==> config.mk <==
export PLATFORM = sky130hd
export DESIGN_NAME = mac_result_scheduler
export DESIGN_NICKNAME = d
export VERILOG_FILES = /design/src/rtl/cvxif_pkg.sv /design/src/rtl/mac_sched_pkg.sv /design/src/rtl/mac_result_store.sv /design/src/rtl/mac_result_scheduler.sv
export SDC_FILE = /design/constraint.sdc
export NUM_CORES = 1
export LEC_CHECK = 0
export BUFFER_PORTS_ARGS = -buffer_cell sky130_fd_sc_hd__buf_2
export CAP_MARGIN = 20
export CORE_ASPECT_RATIO = 1.25
export CORE_MARGIN = 3
export CORE_UTILIZATION = 25
export CTS_CLUSTER_SIZE = 25
export DETAILED_ROUTE_END_ITERATION = 7
export PLACE_DENSITY = 0.46
export SYNTH_ARGS = -nofsm -noshare
export SYNTH_HDL_FRONTEND = slang
export SYNTH_HIERARCHICAL = 1
export SYNTH_SLANG_ARGS = --single-unit
==> constraint.sdc <==
create_clock -name clk_i -period 3.75 [get_ports clk_i]
set_input_delay 0.5625 -clock clk_i [delete_from_list [all_inputs] [get_ports clk_i]]
set_output_delay 0.5625 -clock clk_i [all_outputs]
set_load 0.02 [all_outputs]
==> src/rtl/cvxif_pkg.sv <==
// CV-X-IF interface parameters shared by the coprocessor blocks.
package cvxif_pkg;
  localparam int X_ID_WIDTH = 3;
endpackage

==> src/rtl/mac_sched_pkg.sv <==
// Types and sizing for the MAC result scheduler and its result store.
package mac_sched_pkg;
  localparam int ID_W    = cvxif_pkg::X_ID_WIDTH;
  localparam int NUM_IDS = 1 << ID_W;

  typedef enum logic [2:0] {
    S_IDLE      = 3'd0,
    S_ISSUED    = 3'd1,
    S_DONE_WAIT = 3'd2,
    S_CMT_WAIT  = 3'd3,
    S_READY     = 3'd4,
    S_DRAIN     = 3'd5,
    S_SENT      = 3'd6
  } slot_state_e;

  typedef struct packed {
    logic [ID_W-1:0] id;
    logic [31:0]     data;
    logic [4:0]      rd;
  } result_t;
endpackage

==> src/rtl/mac_result_store.sv <==
// Per-ID result storage: one synchronous write port, one combinational read port.
module mac_result_store
  import mac_sched_pkg::*;
(
  input  logic            clk_i,
  input  logic            rst_ni,
  input  logic            we_i,
  input  logic [ID_W-1:0] waddr_i,
  input  logic [31:0]     wdata_i,
  input  logic [4:0]      wrd_i,
  input  logic [ID_W-1:0] raddr_i,
  output logic [31:0]     rdata_o,
  output logic [4:0]      rrd_o
);
  logic [36:0] mem_q [NUM_IDS];
  logic [36:0] mem_d [NUM_IDS];

  always_comb begin
    mem_d = mem_q;
    if (we_i) mem_d[waddr_i] = {wdata_i, wrd_i};
  end

  always_ff @(posedge clk_i) begin
    if (!rst_ni) begin
      for (int i = 0; i < NUM_IDS; i++) mem_q[i] <= '0;
    end else begin
      mem_q <= mem_d;
    end
  end

  assign rdata_o = mem_q[raddr_i][36:5];
  assign rrd_o   = mem_q[raddr_i][4:0];
endmodule

==> src/rtl/mac_result_scheduler.sv <==
// CV-X-IF MAC writeback: per-ID issue/commit/done tracking and round-robin result scheduling.
// Result channel: result_valid_o stays high with a stable payload until result_ready_i is seen.
module mac_result_scheduler
  import mac_sched_pkg::*;
(
  input  logic            clk_i,
  input  logic            rst_ni,
  input  logic            issue_valid_i,
  input  logic [ID_W-1:0] issue_id_i,
  output logic            issue_ready_o,
  input  logic            commit_valid_i,
  input  logic [ID_W-1:0] commit_id_i,
  input  logic            commit_kill_i,
  input  logic            done_valid_i,
  input  logic [ID_W-1:0] done_id_i,
  input  logic [31:0]     done_data_i,
  input  logic [4:0]      done_rd_i,
  output logic            result_valid_o,
  input  logic            result_ready_i,
  output logic [ID_W-1:0] result_id_o,
  output logic [31:0]     result_data_o,
  output logic [4:0]      result_rd_o,
  output logic            result_we_o,
  output logic            busy_o,
  output logic            err_o
);
  slot_state_e     state_q [NUM_IDS];
  slot_state_e     state_d [NUM_IDS];
  logic            out_valid_q, out_valid_d;
  result_t         out_q, out_d;
  logic [ID_W-1:0] rr_q, rr_d;
  logic            err_q, err_d;

  logic               hs, load_en, pick_found;
  logic [ID_W-1:0]    pick_id, cand;
  logic [31:0]        st_data;
  logic [4:0]         st_rd;
  logic [NUM_IDS-1:0] iss_v, cmt_v, dn_v, sel_v, snt_v;

  mac_result_store u_store (
    .clk_i   (clk_i),
    .rst_ni  (rst_ni),
    .we_i    (done_valid_i),
    .waddr_i (done_id_i),
    .wdata_i (done_data_i),
    .wrd_i   (done_rd_i),
    .raddr_i (pick_id),
    .rdata_o (st_data),
    .rrd_o   (st_rd)
  );

  // Round-robin search over READY slots, starting at the pointer.
  always_comb begin
    hs         = out_valid_q && result_ready_i;
    load_en    = !out_valid_q || hs;
    pick_found = 1'b0;
    pick_id    = '0;
    cand       = '0;
    for (int k = 0; k < NUM_IDS; k++) begin
      cand = rr_q + ID_W'(k);
      if (!pick_found && state_q[cand] == S_READY) begin
        pick_found = 1'b1;
        pick_id    = cand;
      end
    end
  end

  always_comb begin
    iss_v = NUM_IDS'(issue_valid_i) << issue_id_i;
    cmt_v = NUM_IDS'(commit_valid_i) << commit_id_i;
    dn_v  = NUM_IDS'(done_valid_i) << done_id_i;
    sel_v = NUM_IDS'(load_en && pick_found) << pick_id;
    snt_v = NUM_IDS'(hs) << out_q.id;
  end

  always_comb begin
    err_d = err_q;
    for (int i = 0; i < NUM_IDS; i++) begin
      state_d[i] = state_q[i];
      if (iss_v[i] && state_q[i] != S_IDLE) err_d = 1'b1;
      if (cmt_v[i] && !(state_q[i] inside {S_ISSUED, S_DONE_WAIT})) err_d = 1'b1;
      if (dn_v[i] && !(state_q[i] inside {S_ISSUED, S_CMT_WAIT, S_DRAIN})) err_d = 1'b1;
      case (state_q[i])
        S_IDLE:      if (iss_v[i]) state_d[i] = S_ISSUED;
        S_ISSUED: begin
          if (dn_v[i] && cmt_v[i]) state_d[i] = commit_kill_i ? S_IDLE : S_READY;
          else if (dn_v[i])        state_d[i] = S_DONE_WAIT;
          else if (cmt_v[i])       state_d[i] = commit_kill_i ? S_DRAIN : S_CMT_WAIT;
        end
        S_DONE_WAIT: if (cmt_v[i]) state_d[i] = commit_kill_i ? S_IDLE : S_READY;
        S_CMT_WAIT:  if (dn_v[i])  state_d[i] = S_READY;
        S_DRAIN:     if (dn_v[i])  state_d[i] = S_IDLE;
        S_READY:     if (sel_v[i]) state_d[i] = S_SENT;
        S_SENT:      if (snt_v[i]) state_d[i] = S_IDLE;
        default:                   state_d[i] = S_IDLE;
      endcase
    end
  end

  always_comb begin
    out_valid_d = out_valid_q;
    out_d       = out_q;
    rr_d        = rr_q;
    if (load_en) begin
      out_valid_d = pick_found;
      if (pick_found) begin
        out_d.id   = pick_id;
        out_d.data = st_data;
        out_d.rd   = st_rd;
        rr_d       = pick_id + ID_W'(1);
      end
    end
  end

  always_ff @(posedge clk_i) begin
    if (!rst_ni) begin
      for (int i = 0; i < NUM_IDS; i++) state_q[i] <= S_IDLE;
      out_valid_q <= 1'b0;
      out_q       <= '0;
      rr_q        <= '0;
      err_q       <= 1'b0;
    end else begin
      state_q     <= state_d;
      out_valid_q <= out_valid_d;
      out_q       <= out_d;
      rr_q        <= rr_d;
      err_q       <= err_d;
    end
  end

  always_comb begin
    busy_o = 1'b0;
    for (int i = 0; i < NUM_IDS; i++) if (state_q[i] != S_IDLE) busy_o = 1'b1;
  end

  assign issue_ready_o  = (state_q[issue_id_i] == S_IDLE);
  assign result_valid_o = out_valid_q;
  assign result_id_o    = out_q.id;
  assign result_data_o  = out_q.data;
  assign result_rd_o    = out_q.rd;
  assign result_we_o    = out_valid_q && (out_q.rd != 5'd0);
  assign err_o          = err_q;
endmodule
======== Word-level counts from Yosys, hierarchy flattened ========
Index checks and enable logic that the tools add are counted.
W data, S select, Z words.
word-level totals
  output and inout bits ................... 45
  input port bits ......................... 53
  register bits ........................... 365
operators by class
  reductions and logical operators ........ 112
  shifts and indexed selects .............. 5
  eq/ne operators ......................... 112
  $lt $le $gt $ge ......................... 12
  bitwise gates (word level) .............. 11
  add/subtract/negate cells ............... 8
  muxes and demuxes ....................... 163
operators with widths
  kind                   number
  $mux W3                100
  $bwmux W296            1
  $pmux W3 S7            8
  $bmux W37 S3           1
  $demux W37 S3          1
  $mux W37               3
  $eq A3 B3 Y1 const B   32
  $ne A2 B2 Y1 const B   48
  $bmux W3 S3            9
  $reduce_and A7 Y1      8
  $eq A3 B2 Y1 const B   16
  $reduce_bool A3 Y1     16
  $ge A4 B4 Y1 const B   11
  $not A3 Y4             11
  $logic_and A1 B1 Y1    43
  $mux W1                40
  $shl A1 B3 Y8          5
  $ne A4 B3 Y1 const B   8
  $logic_not A3 Y1       9
  $eq A3 B1 Y1 const B   8
  $logic_not A1 Y1       24
  $reduce_bool A24 Y1    1
  $reduce_bool A2 Y1     8
  $add A3 B3 Y3 const B  4
  6 further kinds        8

======== Longest topological paths before layout ========
  depth in word-level cells ............... 31
  mapped depth ............................ 17
  mapped depth without buffers ............ 14

======== Modules after synthesis ========
The synthesis kept the hierarchy.
modules (own cells, without submodules)
  module                times used  sequential area each (sq um)  cells each  area an instance (sq um)
  mac_result_store      1           5925.7                        1464        13621.8
  mac_result_scheduler  1           1381.3                        718         5166.2

======== Worst setup path after synthesis ========
Ideal clock, no wire load.
  path type ............................... reg-to-reg
  start ................................... register rr_q[0]
  end ..................................... register out_q (netlist bit result_data_o[0])
  data arrival time ....................... 3.970 ns
  clock period less this slack ............ 4.102 ns
  setup slack ............................. -0.352 ns
  stages on the path, launching flop included .. 18
  path buffers ............................ 4
  cells stage by stage .................... dfxtp_1 > buf_4 > inv_2 > ha_1 > xor2_1 > mux4_2 > mux2i_1 > and2_1 > and2_1 > a21oi_1 > a21oi_1 > clkbuf_1 > buf_4 > buf_6 > mux4_2 > mux2_2 > nand2_1 > a21oi_1
between the ends
  cells in the longest elaborated chain, start to end .. 31
  elaborated cells between the ends (all ways) .. 82
  those cells by class .................... add/sub: 7; eq/ne: 8; mux: 43; bitwise: 9; reduce/logical: 15
ends and longest elaborated chain
  item                                                    RTL line                     source
  start, declared                                         mac_result_scheduler.sv:31   logic [ID_W-1:0] rr_q, rr_d;
  start signal, assigned                                  mac_result_scheduler.sv:126  rr_q <= rr_d;
  branches (longest 26 deep; another with $add A3 B1 Y3)  -
  $mux W3 (*)                                             mac_result_scheduler.sv:61   if (!pick_found && state_q[cand] == S_READY) begin
  named net pick_id[0]                                    mac_result_scheduler.sv:35   logic [ID_W-1:0] pick_id, cand;
  $not A3 Y4 (not written as such) (*)                    mac_result_store.sv:31       assign rdata_o = mem_q[raddr_i][36:5];
  $bmux W37 S3 (*)                                        mac_result_store.sv:31
  $mux W37 (*) (2 in series)                              -
  named net st_data[0]                                    mac_result_scheduler.sv:36   logic [31:0] st_data;
  end signal, assigned                                    mac_result_scheduler.sv:125  out_q <= out_d;
  end, declared                                           mac_result_scheduler.sv:30   result_t out_q, out_d;
Mark *: on every way through the listed nets, which the timed path passes. The select of a mux whose other input is x is not followed.
A chain may end at the register's enable or synchronous reset.

======== Worst setup path after layout ========
  start ................................... register state_q[9] (netlist bit)
  end ..................................... register state_q[16] (netlist bit)
between the ends
  cells in the longest elaborated chain, start to end .. 30
  elaborated cells between the ends (all ways) .. 66
  those cells by class .................... eq/ne: 9; shift: 1; mux: 40; reduce/logical: 16
ends and longest elaborated chain
  item                                         RTL line                     source
  start, declared                              mac_result_scheduler.sv:27   slot_state_e state_q [NUM_IDS];
  start signal, assigned                       mac_result_scheduler.sv:123  state_q <= state_d;
  $bmux W3 S3                                  mac_result_scheduler.sv:61
  $mux W3 (not written as such) (2 in series)  mac_result_scheduler.sv:61
  $eq A3 B3 Y1                                 mac_result_scheduler.sv:61
  $mux W1                                      mac_result_scheduler.sv:61
  $logic_not A1 Y1                             mac_result_scheduler.sv:61
  $logic_and A1 B1 Y1                          mac_result_scheduler.sv:61
  $mux W1                                      mac_result_scheduler.sv:61
  $logic_not A1 Y1                             mac_result_scheduler.sv:61
  (+13 left out)                               -
  $mux W1                                      mac_result_scheduler.sv:61
  $logic_not A1 Y1                             mac_result_scheduler.sv:61
  $logic_and A1 B1 Y1                          mac_result_scheduler.sv:61
  $mux W1                                      mac_result_scheduler.sv:61
  $logic_and A1 B1 Y1                          mac_result_scheduler.sv:72   sel_v = NUM_IDS'(load_en && pick_found) << pick_id;
  $shl A1 B3 Y8 (*)                            mac_result_scheduler.sv:72
  $ne A2 B2 Y1 (no source line) (*)            -
  $reduce_and A7 Y1 (no source line) (*)       -
Mark *: on every way between the ends. The rest lies on a longest branch, timed or not. The select of a mux whose other input is x is not followed.

==> impl_summary.md <==
Worst setup path
The worst setup path is launched from a flip-flop. STA puts the critical path data required time at 4.26 ns. The worst reg2reg path startpoint is state_q[9]$_SDFFE_PN0P_.

The path depth of the worst reg2reg path is 14. Along the worst path, the maximum fanout reaches 8. The worst setup path is of the flip-flop to flip-flop kind. The element type at the critical path end is a flip-flop. The endpoint identified for the worst register-to-register timing path is state_q[16]$_SDFFE_PN0P_. The critical path arrival is 4.18 ns.

Across all register-to-register paths, the minimum setup slack is 0.07 ns.

Clock tree
The CTS tree is yes. After clock tree synthesis, the clock-pin slew on the worst setup and hold paths is 0.06 ns. The number of sinks handled by clock tree synthesis is 365. The hold-fix buffer count after cts is 0. Clock latency on the worst-skew pair, taken at its later pin, is 0.58 ns. The deepest level of the CTS H-tree is 2. The clock root buffer is sky130_fd_sc_hd__clkbuf_16. The number of buffers created by CTS is 44. The number of buffers on the longest clock path is 3.

Floorplanning
The floorplan step defined a core boundary enclosing 73900 sq um. In this run the core area contains 111 standard-cell rows. The vertical die dimension is 312 microns. The starting density of the core is 25.4%. The floorplan step defined a die boundary enclosing 78500 sq um.

The width of the chip is 251 microns. The I/O pin total is 98.

Timing
The headroom to the max-slew limit is 31.8%. Derived from the worst setup path, the maximum achievable clock frequency is 272 MHz. The worst path needs 3.68 ns of the cycle, external delays included.

The part of the cycle the worst path needs is 98.1%. The measured slew at the worst slew-check pin is 1.02 ns. The total setup violations reported at the end of the flow is 0.

The worst clock skew on the final layout is 0.0250 ns. The final-report hold violation count is 0. Setup total negative slack on the finished layout was measured at 0 ns. The number of pins exceeding their max-slew limit in the final report came to 0. Final hold analysis gives a worst-case slack of 0.292 ns.

Layout
The final cell count without fillers is 3253. The filler cells instantiated in the layout total 7726. Relative to the synthesized area, the layout overhead comes to 19.8%. At the end of the flow, the number of nets in the layout was 2311. The area of all placed cells without fillers is 22500 sq um.

The share of layout cells above drive strength 1 is 23.0%.

Place
The global placement routability congestion is 0.862. The number of cells in the design after placement is 3144. The placed cell area is 20600 sq um. The number of buffers added on ports is 97. The detailed-placement wirelength estimate is 39.8 mm.

Detailed routing
In this run the remaining antenna-violating nets after routing total 0. The number of search-and-repair iterations in the first detailed-routing pass is 5. Dividing the detail-routed wire length by the instance count gives 20.6 microns. After detailed routing, the number of remaining DRC violations is 0. For this block, the via count after detailed routing is 16.4k.

The vias per cell is 5.04. The number of DRC markers after the initial detailed-route iteration is 1266. The post-detailed-routing wire length is 67.1 mm.

Synth
Sorting the synthesized cells by how often they occur yields 723 x sky130_fd_sc_hd__nand2_1, 365 x sky130_fd_sc_hd__dfxtp_1, 243 x sky130_fd_sc_hd__a21boi_0. The number of flops mapped to enable cells by yosys is 0. The share of synthesized flip-flops with an asynchronous set or reset is 0%. The number of register bits inferred by synthesis is 365. The share of the Yosys chip area taken by registers is 38.9%. The post-synthesis area per instance is 8.61 sq um. The share of Yosys cell area claimed by the top area cell type is 38.9%. Synthesis instantiated 79 different standard cells from the library.

Counting every net in the synthesized netlist gives 2238. Among all flip-flop cells after synthesis, the most frequent one is sky130_fd_sc_hd__dfxtp_1. The biggest area contributor in the post-synthesis netlist is sky130_fd_sc_hd__dfxtp_1. The count of synthesis-stage warnings from yosys is 6. The cell count after synthesis came out at 2182. The most repeated cell in the gate-level netlist after synthesis is sky130_fd_sc_hd__nand2_1. In this run the cell area of the synthesized design comes to 18800 sq um. Ranked by total cell area, the synthesized netlist is headed by sky130_fd_sc_hd__dfxtp_1 39%, sky130_fd_sc_hd__nand2_1 14%, sky130_fd_sc_hd__mux4_2 10%, sky130_fd_sc_hd__a21boi_0 9.7%, sky130_fd_sc_hd__mux2_2 2.3%.

Power
The internal portion of the total power is 0.00815 W. The design draws 0.0120 W. IR analysis of the VDD net gives a maximum drop of 0.000315 V. The power share of the clock group is 35.4%. In this run the static leakage power is 7.66 nW. Power spread over the standard cell area amounts to 533 nW/um^2. Of the total power, combinational logic draws 30.4%. The switching power is 0.00385 W. The net switching fraction of the power is 32.1%. Per report_power, the sequential group accounts for 34.2% of the total.

Global routing
The largest net degree at the start of global routing is 224. The number of global-route vias before repair is 15.7k. The number of antenna violations at the first check in global routing is 10. The first global-routing pass estimated 98.9 mm of wire. In the global route stage, overall resource usage came out at 16.3%. The global route total overflow is 0.

Min path
The cell depth of the worst hold path is 2. The path class of the tightest hold or removal check is input port to flip-flop. For hold timing, the worst endpoint is state_q[23]$_SDFFE_PN0P_. In this run the most critical hold path is launched from rst_ni.

Status
The flow ran to the end, and the final reports show no timing, DRC or antenna violations.

Flow run
Max-cap violations in this run came to 0.
## area by class of cell
class | instances | area [sq um] | area share [%]
multi-input combinational | 1587 | 10500 | 46.7
timing repair buffer | 239 | 1980 | 8.81
tap | 960 | 1200 | 5.34
sequential | 365 | 7310 | 32.5
clock buffer | 55 | 1210 | 5.39
clock inverter | 23 | 210 | 0.934
antenna | 6 | 15.0 | 0.0667
inverter | 18 | 68.8 | 0.306
## routing by layer
layer	GRT usage, %	up-vias	part of all wire, %
met1	21.3	8107	44
met3	2.76	101	5.9
met4	4.78	4	2.5
li1	-	7705	-
met5	0	-	0.046
met2	27.4	463	48
## metrics by stage
stage | worst slack [ns] | utilization (%)
floorplan | 0.0194 | -
global placement | 0.0160 | 27.9
detailed placement | 0.0400 | 27.9
CTS | 0.00702 | 29.8
global route | -0.00520 | 30.5
finish | 0.0731 | 30.5
## worst max path at each step
stage                                  startpoint                             end  slack (ns)  cells past startpoint
final                     state_q[9]$_SDFFE_PN0P_        state_q[16]$_SDFFE_PN0P_        0.07                     14
after global placement       rr_q[0]$_SDFFE_PN0N_     result_rd_o[0]$_SDFFE_PN0N_        0.02                     17
after global routing      state_q[5]$_SDFFE_PN0P_        state_q[10]$_SDFFE_PN0P_      -0.005                     13
after CTS                    rr_q[0]$_SDFFE_PN0N_        state_q[16]$_SDFFE_PN0P_       0.007                     15
after floorplan              rr_q[0]$_SDFFE_PN0N_   result_data_o[0]$_SDFFE_PN0N_        0.02                     17
after detailed placement     rr_q[0]$_SDFFE_PN0N_  result_data_o[28]$_SDFFE_PN0N_        0.04                     16
## critical path, stage by stage (launching register included)
cell                        delay, ns
sky130_fd_sc_hd__dfxtp_1         0.34
sky130_fd_sc_hd__or3b_4          0.42
sky130_fd_sc_hd__mux4_2          0.51
sky130_fd_sc_hd__and2_4          0.17
sky130_fd_sc_hd__a32o_2          0.31
sky130_fd_sc_hd__and2_4          0.16
sky130_fd_sc_hd__a211oi_2        0.25
sky130_fd_sc_hd__a21oi_4         0.06
sky130_fd_sc_hd__buf_12          0.15
sky130_fd_sc_hd__buf_12          0.15
sky130_fd_sc_hd__clkbuf_16       0.16
sky130_fd_sc_hd__buf_6           0.15
sky130_fd_sc_hd__o41ai_2         0.43
sky130_fd_sc_hd__buf_4           0.18
sky130_fd_sc_hd__and3_1          0.16
## power by group through the flow
stage                     Combinational [W]  Clock [W]  Sequential (W)
after detailed placement            0.00308          0         0.00418
after global routing                0.00385    0.00450         0.00411
after global placement              0.00306          0         0.00418
after floorplan                     0.00186          0         0.00416
final                               0.00364    0.00425         0.00410
after CTS                           0.00308    0.00436         0.00410
## cell usage in the layout, fill, tap and decap left out, types with 46 or more instances in the layout
cell type and count:
sky130_fd_sc_hd__nor2_1 53, sky130_fd_sc_hd__o21ai_0 46, sky130_fd_sc_hd__a21oi_1 81, sky130_fd_sc_hd__buf_4 108
sky130_fd_sc_hd__a21boi_0 243, sky130_fd_sc_hd__dfxtp_1 359, sky130_fd_sc_hd__mux4_2 86, sky130_fd_sc_hd__buf_2 96
sky130_fd_sc_hd__clkbuf_16 51, sky130_fd_sc_hd__nand2_1 718
## logic make-up (layout without fill, tap and decap cells)
| logic type | after synthesis | after routing | share of synthesized area [%] |
|---|---|---|---|
| AO/OA/AOI/OAI | 528 | 528 | 20.4 |
| XOR/XNOR | 6 | 6 | 0.280 |
| adder cells (fa/ha/maj) | 3 | 3 | 0.200 |
| buffers and inverters | 230 | 335 | 6.25 |
| flip-flops | 365 | 365 | 38.9 |
| multiplexers | 140 | 140 | 13.4 |
| other | 0 | 6 | 0 |
| AND/OR/NAND/NOR | 910 | 910 | 20.6 |
## registers in the layout, indices dropped and copies added, names as in the netlist
signal and cells:
result_rd_o 5, rr_q 3, state_q 24, u_store/mem_q 296, result_id_o 3, result_valid_o 1, err_o 1, result_data_o 32
## timing repair
action,CTS,global route
setup endpoints to repair,0,41
setup buffers,0,19
resized for setup,0,45
Note: power is estimated with default switching activity, not from simulation.
